`config.mk`:
```
export PLATFORM = sky130hd
export DESIGN_NAME = clk_period_meter_flat
export DESIGN_NICKNAME = d
export VERILOG_FILES = /design/src/rtl/clk_period_meter_pkg.sv /design/src/rtl/clk_period_meter_if.sv /design/src/rtl/clk_period_meter_sync_edge_det.sv /design/src/rtl/clk_period_meter.sv /design/src/flat_wrapper.sv
export SDC_FILE = /design/constraint.sdc
export NUM_CORES = 1
export LEC_CHECK = 0
export ABC_AREA = 1
export BUFFER_PORTS_ARGS = -buffer_cell sky130_fd_sc_hd__clkbuf_2
export CAP_MARGIN = 10
export CORE_MARGIN = 3
export CORE_UTILIZATION = 45
export DETAILED_ROUTE_END_ITERATION = 10
export GPL_TIMING_DRIVEN = 0
export MAX_ROUTING_LAYER = met4
export PLACE_DENSITY = 0.62
export SLEW_MARGIN = 30
export SYNTH_ARGS = -nofsm -noshare
export SYNTH_HDL_FRONTEND = slang
export SYNTH_SLANG_ARGS = --single-unit
```
`constraint.sdc`:
```
create_clock -name clk_in -period 1.6 [get_ports clk_in]
set_input_delay 0.16 -clock clk_in [delete_from_list [all_inputs] [get_ports clk_in]]
set_output_delay 0.16 -clock clk_in [all_outputs]
set_load 0.01 [all_outputs]
```
`src/rtl/clk_period_meter_pkg.sv`:
```
`default_nettype none
// ============================================================================
// Module   : clk_period_meter_pkg
// Brief    : Shared state encoding and default sizing for the period meter.
// Revision : 1.0
// ============================================================================
package clk_period_meter_pkg;

   localparam int          DEF_WIDTH   = 26;
   localparam logic [25:0] DEF_TIMEOUT = 26'h3FFFFFF;

   typedef enum logic [1:0] {
      IDLE  = 2'd0,
      ARMED = 2'd1,
      TRACK = 2'd2
   } state_t;

endpackage
`default_nettype wire

```
`src/rtl/clk_period_meter_if.sv`:
```
`default_nettype none
// ============================================================================
// Module   : clk_period_meter_if
// Brief    : Measured input plus measurement/result outputs of the meter.
// Revision : 1.0
// ============================================================================
interface clk_period_meter_if
   import clk_period_meter_pkg::*;
#(
   parameter int WIDTH = DEF_WIDTH
) ();

   logic             sig_in;
   logic [WIDTH-1:0] half_period;
   logic             meas_valid;
   logic             meas_stb;
   logic             locked;
   logic             rise_pulse;
   logic             fall_pulse;
   logic             timeout;

   modport master (
      input  sig_in,
      output half_period, meas_valid, meas_stb, locked,
             rise_pulse, fall_pulse, timeout
   );

   modport slave (
      output sig_in,
      input  half_period, meas_valid, meas_stb, locked,
             rise_pulse, fall_pulse, timeout
   );

endinterface
`default_nettype wire

```
`src/rtl/clk_period_meter_sync_edge_det.sv`:
```
`default_nettype none
// ============================================================================
// Module   : sync_edge_det
// Brief    : 3-flop synchronizer with combinational edge and registered rise/fall.
// Revision : 1.0
// ============================================================================
module sync_edge_det (
   input  wire  clk,
   input  wire  rst,
   input  wire  async_in,
   output logic edge_det,
   output logic rise,
   output logic fall
);

   logic s1;
   logic s2;
   logic s3;

   always_ff @(posedge clk or negedge rst) begin
      if (!rst) begin
         s1   <= 1'b0;
         s2   <= 1'b0;
         s3   <= 1'b0;
         rise <= 1'b0;
         fall <= 1'b0;
      end else begin
         s1   <= async_in;
         s2   <= s1;
         s3   <= s2;
         rise <= s2 & ~s3;
         fall <= ~s2 & s3;
      end
   end

   assign edge_det = s2 ^ s3;

endmodule
`default_nettype wire

```
`src/rtl/clk_period_meter.sv`:
```
`default_nettype none
// ============================================================================
// Module   : clk_period_meter
// Brief    : Recovers the half-period of a slow toggling signal in clk_in cycles.
// Revision : 1.0
// ============================================================================
module clk_period_meter
   import clk_period_meter_pkg::*;
#(
   parameter int               WIDTH   = DEF_WIDTH,
   parameter logic [WIDTH-1:0] TIMEOUT = DEF_TIMEOUT
) (
   input  wire                 clk_in,
   input  wire                 rst,
   clk_period_meter_if.master  bus
);

   logic             edge_det;
   logic             rise;
   logic             fall;
   logic [WIDTH-1:0] cnt;
   state_t           state;
   state_t           state_nxt;
   logic             capture;
   logic             expire;

   sync_edge_det u_sync (
      .clk      (clk_in),
      .rst      (rst),
      .async_in (bus.sig_in),
      .edge_det (edge_det),
      .rise     (rise),
      .fall     (fall)
   );

   assign bus.rise_pulse = rise;
   assign bus.fall_pulse = fall;

   // Edge-to-edge spacing k leaves cnt at k-1 on the clock of the next edge.
   always_ff @(posedge clk_in or negedge rst) begin
      if (!rst) begin
         cnt <= '0;
      end else if (edge_det) begin
         cnt <= '0;
      end else if (cnt != TIMEOUT) begin
         cnt <= cnt + 1'b1;
      end
   end

   always_ff @(posedge clk_in or negedge rst) begin
      if (!rst) begin
         state <= IDLE;
      end else begin
         state <= state_nxt;
      end
   end

   // An edge always takes priority over the timeout on the same clock.
   always_comb begin
      state_nxt = state;
      capture   = 1'b0;
      expire    = 1'b0;
      case (state)
         IDLE: begin
            if (edge_det) begin
               state_nxt = ARMED;
            end
         end
         ARMED, TRACK: begin
            if (edge_det) begin
               capture   = 1'b1;
               state_nxt = TRACK;
            end else if (cnt == TIMEOUT) begin
               expire    = 1'b1;
               state_nxt = IDLE;
            end
         end
         default: begin
            state_nxt = IDLE;
         end
      endcase
   end

   always_ff @(posedge clk_in or negedge rst) begin
      if (!rst) begin
         bus.half_period <= '0;
         bus.meas_valid  <= 1'b0;
         bus.meas_stb    <= 1'b0;
         bus.locked      <= 1'b0;
         bus.timeout     <= 1'b0;
      end else begin
         bus.meas_stb <= capture;
         if (capture) begin
            bus.half_period <= cnt;
            bus.meas_valid  <= 1'b1;
            bus.locked      <= (state == TRACK) && (cnt == bus.half_period);
         end
         if (expire) begin
            bus.meas_valid <= 1'b0;
            bus.locked     <= 1'b0;
            bus.timeout    <= 1'b1;
         end
         if ((state == IDLE) && edge_det) begin
            bus.timeout <= 1'b0;
         end
      end
   end

endmodule
`default_nettype wire

```
`src/flat_wrapper.sv`:
```
// flat-port wrapper written by rule: the top's interface ports become plain ports
module clk_period_meter_flat import clk_period_meter_pkg::*;
#(
   parameter int               WIDTH   = DEF_WIDTH,
   parameter logic [WIDTH-1:0] TIMEOUT = DEF_TIMEOUT
)
  (clk_in, rst, bus_sig_in, bus_half_period, bus_meas_valid, bus_meas_stb, bus_locked, bus_rise_pulse, bus_fall_pulse, bus_timeout);
  clk_period_meter_if #(.WIDTH(WIDTH)) bus_i ();
  input  wire clk_in;
  input  wire rst;
  input wire logic [$bits(bus_i.sig_in)-1:0] bus_sig_in;
  output wire logic [$bits(bus_i.half_period)-1:0] bus_half_period;
  output wire logic [$bits(bus_i.meas_valid)-1:0] bus_meas_valid;
  output wire logic [$bits(bus_i.meas_stb)-1:0] bus_meas_stb;
  output wire logic [$bits(bus_i.locked)-1:0] bus_locked;
  output wire logic [$bits(bus_i.rise_pulse)-1:0] bus_rise_pulse;
  output wire logic [$bits(bus_i.fall_pulse)-1:0] bus_fall_pulse;
  output wire logic [$bits(bus_i.timeout)-1:0] bus_timeout;
  assign bus_i.sig_in = bus_sig_in;
  assign bus_half_period = bus_i.half_period;
  assign bus_meas_valid = bus_i.meas_valid;
  assign bus_meas_stb = bus_i.meas_stb;
  assign bus_locked = bus_i.locked;
  assign bus_rise_pulse = bus_i.rise_pulse;
  assign bus_fall_pulse = bus_i.fall_pulse;
  assign bus_timeout = bus_i.timeout;
  clk_period_meter #(.WIDTH(WIDTH), .TIMEOUT(TIMEOUT)) u_core (.clk_in(clk_in), .rst(rst), .bus(bus_i));
endmodule
```
==> metrics <==
GRT Max-Usage Layer=met2; top post-synthesis cells by count=nand2_1 (139), dfrtp_1 (63), nor2_1 (46); layout cells sized above 1=0.239; Reg area=0.00159 mm²; Synth area leader=dfrtp_1; CTS buffer count=9; fill cell count=679; setup TNS=0 ns; DIE HEIGHT=92.1 µm; startpoint types=flop; Slew Limit Headroom=0.741; drt initial violations=197; Clk Latency, worst-skew pair=0.35 ns; clk slew on worst S/H paths=about 0.080 ns; CP Capture Type=flop; Clock Sinks=63; tightest hold margin=0.290 ns; Critical Path AT=1.77 ns; CTS H-tree lvls=3; Placeable Area=about 0.007 mm²; Regs by FF count=u_core.bus.half_period: 26 flops, u_core.cnt: 26 flops, u_core.state: 2 flops; via count=2919; GPL Wtd Cong=0.946; synthesis-to-layout area growth=23.2%; Final #Nets=497; antenna violations before repair=0; placed insts=556; number of synthesized register bits=63; P per Cell Area=between 1000 and 1500 mW/mm²; met3 usage=0.0443; DR WL/cell=~15 µm; Slew @ Worst Pin=0.389 ns; max_cap viols=0; clock skew=0.0102 ns; fmax=around 650 MHz; CTS tree=done; largest net degree at the start of global routing=38; Post-DP HPWL=6290 µm; EDFF count, synth=0; met2 global-route usage=0.342; YS warnings=0; Seq/Total Area, Yosys=0.473; Syn Area/Cell=about 8 µm²; Yosys top cell area share=0.473; Die Width=92.1 µm; Net Count, Synth=434; vias in the first global route=between 2000 and 3000; area of the multi-input gates=~0.0016 mm²; Antenna Violating Nets Remaining=0; ranking of synthesized cells by area=dfrtp_1 (47%), nand2_1 (16%), xnor2_1 (6.6%), nand3_1 (5.6%), nor2_1 (5.2%); top_reg_cell synth=dfrtp_1; Synth Instances=425; final core occ=0.588; number of port buffers=34; antenna cells=0; crit path kind=flop to flop; Fin. Hold Viols=0; library cells used by synthesis=25; die area=about 0.0085 mm²; # IOs=35; drc violations=0; Total GRT Usage=0.223; Slew Viols, Final=0; Overall Power=4.24 mW; CP required=1.84 ns; drt first pass iters=5; vias per cell=4.96; top-count cell post-synth=nand2_1; CTS root buf=clkbuf_8; Leak=1.97 nW; Rows=30; Crit Path Max Fanout=5; FFs w/ async S/R, synth=1.00; worst vdd ir=0.000768 V; clk buf depth=2; Initial Util=0.477; grt ovf=0; met1 usage in global routing=0.301; Synth Cell Area=approximately 0.0033 mm²; RSZ-0062 raised after global routing=yes; final WL=8610 µm; worst hold path type=primary input to async pin; Tcrit/Tclk final=0.957; Final min period=1.53 ns; final setup fails=0; status=finished clean; global-route wire length before repair=14200 µm; final cell count without fillers=589
-- through the flow --
| stage | setup slack (ns) | instance area, µm² |
|---|---|---|
| final | 0.0681 | 4110 |
| after global routing | -0.0225 | 4110 |
| after floorplan | 0.00608 | 3330 |
| after CTS | 0.00601 | 3990 |
| after detailed placement | -0.480 | 3650 |
| after global placement | -0.462 | 3620 |
-- power breakdown --
part	switching [mW]	total, mW	leakage [nW]	internal, mW
Clock	0.666	1.39	0.0992	0.720
Sequential	0.0819	1.78	0.839	1.70
Combinational	0.648	1.07	1.03	0.421
-- layer usage --
layer,wire length (µm),vias to the layer above,part of all wire
met3,545,14,0.063
met4,134,0,0.016
li1,-,1473,-
met1,3950,1342,0.46
met2,3970,90,0.46
met5,0,-,0
-- layout make-up --
cell class / instances / share of cell area
repair buffers: 53 / 0.0810
inverters: 38 / 0.0366
plain buffers: 11 / 0.0213
flip-flops and latches: 63 / 0.388
multi-input cells: 312 / 0.396
well taps: 96 / 0.0293
clock inverters: 7 / 0.0180
clock buffers: 9 / 0.0302
-- final timing paths --
| path | from | to | slack (ns) | cells past startpoint |
|---|---|---|---|---|
| worst max-delay path | u_core.cnt[1] | u_core.bus.locked | 0.07 | 8 |
| min in group clk_in | u_core.u_sync.s1 | u_core.u_sync.s2 | 0.36 | 0 |
| worst min register to register | u_core.u_sync.s1 | u_core.u_sync.s2 | 0.36 | 0 |
| worst min-delay path | rst | u_core.u_sync.fall | 0.29 | 2 |
| max in group asynchronous | rst | u_core.cnt[14] | 0.77 | 3 |
| worst max register to register | u_core.cnt[1] | u_core.bus.locked | 0.07 | 8 |
-- layout by cell type (no fill, tap or decap), types with 2 or more instances in the layout --
| cell | n |
|---|---|
| inv_2 | 3 |
| inv_1 | 34 |
| clkbuf_2 | 35 |
| buf_6 | 4 |
| clkinv_2 | 2 |
| dlygate4sd3_1 | 2 |
| nand2_1 | 137 |
| ha_4 | 3 |
| nand2_4 | 2 |
| o31ai_1 | 4 |
| xnor2_1 | 25 |
| nor2_1 | 39 |
| dfrtp_1 | 50 |
| nand4_1 | 8 |
| ha_1 | 3 |
| buf_2 | 2 |
| clkbuf_8 | 9 |
| dfrtp_2 | 13 |
| nand3_1 | 36 |
| clkinv_4 | 3 |
| buf_4 | 18 |
| o21ai_0 | 27 |
| nor2_4 | 4 |
| clkbuf_4 | 2 |
| nand2_2 | 3 |
| o21ai_1 | 8 |
| nor2_2 | 7 |
-- cells by family after synthesis --
kind of cell | count (synthesis) | share of synthesized area
and+or+nand+nor | 241 | 0.311
DFF | 63 | 0.473
buffers and inverters | 50 | 0.0631
AOI/OAI and AO/OA | 39 | 0.0616
xor gates and xnor gates | 26 | 0.0683
adders and majority gates | 6 | 0.0225
-- worst max-delay path, stage by stage (launching register included) --
cell and delay [ns]:
dfrtp_2 0.42, ha_4 0.16, nand2_2 0.07, nor2_4 0.14
nand2_4 0.10, nor2_8 0.14, nand4_1 0.19, nand3_1 0.14
nand2_1 0.06
-- what timing repair did --
item                                    in CTS  in global routing
hold buffers                                 2                  0
pin swaps                                    3                  9
endpoints found under the hold margin       27                  0
endpoints found under the setup margin      58                 49
gates resized for setup                     25                 29
setup buffers                               10                  6
Note: power is estimated with default switching activity, not from simulation.
